<file path="config.mk">
export PLATFORM = sky130hd
export DESIGN_NAME = fetch_buffer
export DESIGN_NICKNAME = d
export VERILOG_FILES = /design/src/rtl/fetch_buffer.sv
export SDC_FILE = /design/constraint.sdc
export NUM_CORES = 1
export LEC_CHECK = 0
export ABC_AREA = 1
export BUFFER_PORTS_ARGS = -buffer_cell sky130_fd_sc_hd__buf_2
export CELL_PAD_IN_SITES_DETAIL_PLACEMENT = 0
export CELL_PAD_IN_SITES_GLOBAL_PLACEMENT = 1
export CORE_ASPECT_RATIO = 1.5
export CORE_MARGIN = 2
export CORE_UTILIZATION = 25
export DETAILED_ROUTE_END_ITERATION = 8
export HOLD_SLACK_MARGIN = 0.12
export PLACE_DENSITY = 0.51
export REMOVE_ABC_BUFFERS = 1
export SLEW_MARGIN = 40
export SYNTH_ARGS = -nofsm -noshare
export SYNTH_HDL_FRONTEND = slang
export SYNTH_SLANG_ARGS = --single-unit
</file>
<file path="constraint.sdc">
create_clock -name clk -period 3.6 [get_ports clk]
set_input_delay 0.18 -clock clk [delete_from_list [all_inputs] [get_ports clk]]
set_output_delay 0.18 -clock clk [all_outputs]
set_load 0.01 [all_outputs]
</file>
<file path="src/rtl/fetch_buffer.sv">
// Instruction prefetch buffer: single-outstanding-request fetcher feeding a small FIFO toward ID.
// Optional FETCH_BUF_PERF_EN adds a saturating stall_cnt output (cycles ID was ready but starved).
module fetch_buffer #(
    parameter int unsigned DEPTH    = 4,
    parameter logic [15:0] RESET_PC = 16'h0000
) (
    input  logic        clk,
    input  logic        rst,
    input  logic        jump,
    input  logic [15:0] PC_jump,
    output logic        imem_req,
    output logic [15:0] imem_addr,
    input  logic [15:0] imem_rdata,
    output logic [15:0] instr_IF,
    output logic [15:0] PC,
    output logic        out_valid,
    input  logic        out_ready
`ifdef FETCH_BUF_PERF_EN
   ,output logic [15:0] stall_cnt
`endif
);

    localparam int AW = $clog2(DEPTH);
    localparam int CW = AW + 1;
    localparam int OW = CW + 1;

    if (DEPTH < 2 || DEPTH > 16 || (DEPTH & (DEPTH - 1)) != 0) begin : g_bad_depth
        $error("fetch_buffer: DEPTH must be a power of two in 2..16");
    end

    logic [15:0]   fetch_pc;
    logic          inflight;
    logic [15:0]   inflight_addr;
    logic [AW-1:0] rd_ptr;
    logic [AW-1:0] wr_ptr;
    logic [CW-1:0] count;
    logic [15:0]   fifo_instr [DEPTH];
    logic [15:0]   fifo_pc    [DEPTH];

    logic push;
    logic pop;

    // Reserve a slot for the response still in flight so the FIFO can never overflow.
    assign imem_req  = rst && !jump &&
                       (({1'b0, count} + {{CW{1'b0}}, inflight}) < OW'(DEPTH));
    assign imem_addr = fetch_pc;

    assign out_valid = (count != '0);
    assign push      = inflight && !jump;
    assign pop       = out_valid && out_ready && !jump;

    assign instr_IF  = out_valid ? fifo_instr[rd_ptr] : 16'h0000;
    assign PC        = out_valid ? fifo_pc[rd_ptr]    : 16'h0000;

    always_ff @(posedge clk or negedge rst) begin
        if (!rst) begin
            fetch_pc      <= RESET_PC;
            inflight      <= 1'b0;
            inflight_addr <= '0;
            rd_ptr        <= '0;
            wr_ptr        <= '0;
            count         <= '0;
        end else if (jump) begin
            // Redirect flushes everything, including the response arriving this cycle.
            fetch_pc <= PC_jump;
            inflight <= 1'b0;
            rd_ptr   <= '0;
            wr_ptr   <= '0;
            count    <= '0;
        end else begin
            inflight <= imem_req;
            if (imem_req) begin
                inflight_addr <= fetch_pc;
                fetch_pc      <= fetch_pc + 16'd1;
            end
            if (push) wr_ptr <= wr_ptr + 1'b1;
            if (pop)  rd_ptr <= rd_ptr + 1'b1;
            unique case ({push, pop})
                2'b10:   count <= count + 1'b1;
                2'b01:   count <= count - 1'b1;
                default: count <= count;
            endcase
        end
    end

    always_ff @(posedge clk) begin
        if (push) begin
            fifo_instr[wr_ptr] <= imem_rdata;
            fifo_pc[wr_ptr]    <= inflight_addr;
        end
    end

`ifdef FETCH_BUF_PERF_EN
    always_ff @(posedge clk or negedge rst) begin
        if (!rst)
            stall_cnt <= 16'h0000;
        else if (out_ready && !out_valid && stall_cnt != 16'hFFFF)
            stall_cnt <= stall_cnt + 16'd1;
    end
`endif

endmodule
</file>
==> results_dict.tcl <==
set metrics [dict create \
    ys_ff_latch 168 \
    cp_data_required_time_ns 3.42 \
    cts_buffers 17 \
    hold_viol 0 \
    worstPathArrival_ns 2.28 \
    layout.nets 825 \
    grt_use_total 0.1287 \
    finalWeightedCongestion 0.7225 \
    start_util 0.2553 \
    diodes 0 \
    rsz0062_at_grt "false" \
    ios 86 \
    period_share 0.6844 \
    path_class "reg -> out" \
    clk_path_buf_depth 2 \
    ctsHoldBuffers 34 \
    final_area_um2 8823 \
    end_kind "output pin" \
    drc 0 \
    vias_per_cell 4.321 \
    synth_seq_area_share 0.6765 \
    ctsRootBufferMaster "clkbuf_16" \
    grt_pass1_vias 5052 \
    cts_tree "done" \
    dieArea_um2 30050 \
    core_um2 28060 \
    skew_ns 0.009936 \
    area_growth_pct 23.20 \
    postPlaceCellArea_um2 7944 \
    via_count 4935 \
    fin_crit_ns 2.464 \
    overflow 0 \
    grt_max_degree 68 \
    p_per_area_nw_per_um2 522.5 \
    dp_hpwl_mm 12.01 \
    syn_area_um2 7162 \
    yosysWarnings 0 \
    worstMarginPinSlew_ns 0.7011 \
    post_cts_resized 0 \
    irDropWorstVdd_uv 300.5 \
    tns_ns 0 \
    slew_headroom 0.5326 \
    drive_gt1_frac 0.1822 \
    io_buffers 85 \
    route.antenna.remaining_nets 0 \
    die_width_um 142.2 \
    cap_violations 0 \
    min_path_type "in -> reg" \
    wire_per_inst_um 16.08 \
    synth_cell_types 30 \
    postCtsSetupRepairBufs 0 \
    path_clk_slew_ns 0.06 \
    first_pass_iters 4 \
    htree_levels 4 \
    antenna_found_initial 0 \
    syn_area_per_cell_um2 10.80 \
    startpoint_type "register" \
    status "finished clean" \
    setup_viol_count_final 0 \
    clock-sinks 168 \
    num_rows 75 \
    wl_mm 18.37 \
    drv_slew 0 \
    clk_latency_ns 0.42 \
    leakage_nw 3.459 \
    first_iter_violations 266 \
    die_y_um 211.3 \
    grt_pass1_wl_mm 28.84 \
    clock.fmax_mhz 405.8 \
    cp_max_fo 33 \
    synth_cells 663 \
]
## per-layer routing
metal,wire length (um),GRT usage
met3,622,0.02669
met5,0,0
met4,257,0.04241
met2,9933,0.2370
met1,7551,0.1471
## final timing paths
check / to / from / cells after the start / slack (ns)
min reg2reg: fifo_pc[2][11]$_DFFE_PP_ / inflight_addr[11]$_DFFE_PN0P_ / 0 / 0.53
max: PC[6] / rd_ptr[1]$_DFFE_PN0P_ / 7 / 1.14
max reg2reg: fifo_instr[2][1]$_DFFE_PP_ / inflight$_DFF_PN0_ / 5 / 1.54
min: rd_ptr[0]$_DFFE_PN0P_ / out_ready / 3 / 0.15
min in group asynchronous: imem_addr[14]$_DFFE_PN0P_ / rst / 3 / 0.49
max in group asynchronous: rd_ptr[0]$_DFFE_PN0P_ / rst / 3 / 2.69
## per-stage QoR
| step | hold slack (ns) | worst slack, ns | std cells | power, mW | util |
|---|---|---|---|---|---|
| 2_1_floorplan | -0.1156 | 1.136 | 633 | 2.653 | - |
| 3_3_place_gp | 0.3869 | 1.399 | 1076 | 2.965 | 0.2830 |
| 3_5_place_dp | 0.3841 | 1.497 | 1076 | 2.965 | 0.2831 |
| 4_1_cts | 0.1354 | 1.082 | 1142 | 4.684 | 0.3145 |
| 5_1_grt | 0.1878 | 0.9305 | 1142 | 4.837 | 0.3145 |
| 6_report | 0.1469 | 1.136 | 1142 | 4.611 | 0.3145 |
## cell usage in the layout, fill, tap and decap left out, types with 5 or more instances in the layout
cell type	Yosys	layout
edfxtp_1	128	128
nor2_1	152	148
ha_1	5	5
nand2_1	97	97
clkbuf_16	0	17
dfrtp_1	40	39
o211ai_1	6	6
buf_4	2	12
dlygate4sd3_1	0	34
buf_2	13	85
nor2_4	2	6
a21oi_1	35	35
o21ai_0	70	70
o21ai_1	17	17
nand3_1	20	20
inv_1	34	34
## cell type report
type | instances | area, um2
clock buffer | 19 | 432.9
clock inverter | 13 | 106.4
fill | 2818 | 19230
inverter | 37 | 143.9
multi-input combinational | 428 | 2006
sequential | 168 | 4846
tap | 346 | 432.9
timing repair buffer | 131 | 855.8
## synth_stat cells (all sizes together)
library cell,n,area share
a21oi,35,0.024
buf,23,0.024
clkbuf,7,0.0037
dfrtp,40,0.14
edfxtp,128,0.54
fa,1,0.0028
ha,5,0.0087
inv,37,0.020
nand2,102,0.056
nand3,23,0.019
nand3b,1,0.0010
nand4,4,0.0035
nor2,158,0.086
nor3,1,0.00070
o211ai,6,0.0063
o21ai,87,0.061
xnor2,1,0.0012
xor2,4,0.0049
## critical path, stage by stage, from the launching register on
cell and delay [ns]:
dfrtp_1 0.61, buf_4 0.28, inv_1 0.05, buf_4 0.26, nor2_1 0.14, o21ai_0 0.08
a21oi_1 0.24, buf_2 0.18
## kinds of logic after synthesis
group	Yosys count	synth area share
AOI/OAI and AO/OA	128	0.09154
xor gates and xnor gates	5	0.006114
DFF	168	0.6765
and+or+nand+nor	289	0.1667
adders and majority gates	6	0.01153
buffers and inverters	67	0.04769
## registers in the layout (all words and copies together) (netlist names)
name and flops:
fifo_instr 64, fifo_pc 64, imem_addr 16, inflight_addr 16, count 3, rd_ptr 2, wr_ptr 2, inflight 1
## power breakdown
group | switching, mW | total, mW | internal (mW) | leakage [nW]
Combinational | 0.406 | 0.624 | 0.218 | 1.55
Clock | 0.738 | 1.68 | 0.944 | 0.250
Sequential | 0.0978 | 2.30 | 2.21 | 1.66
No activity file was read; power rests on OpenSTA's default activity.
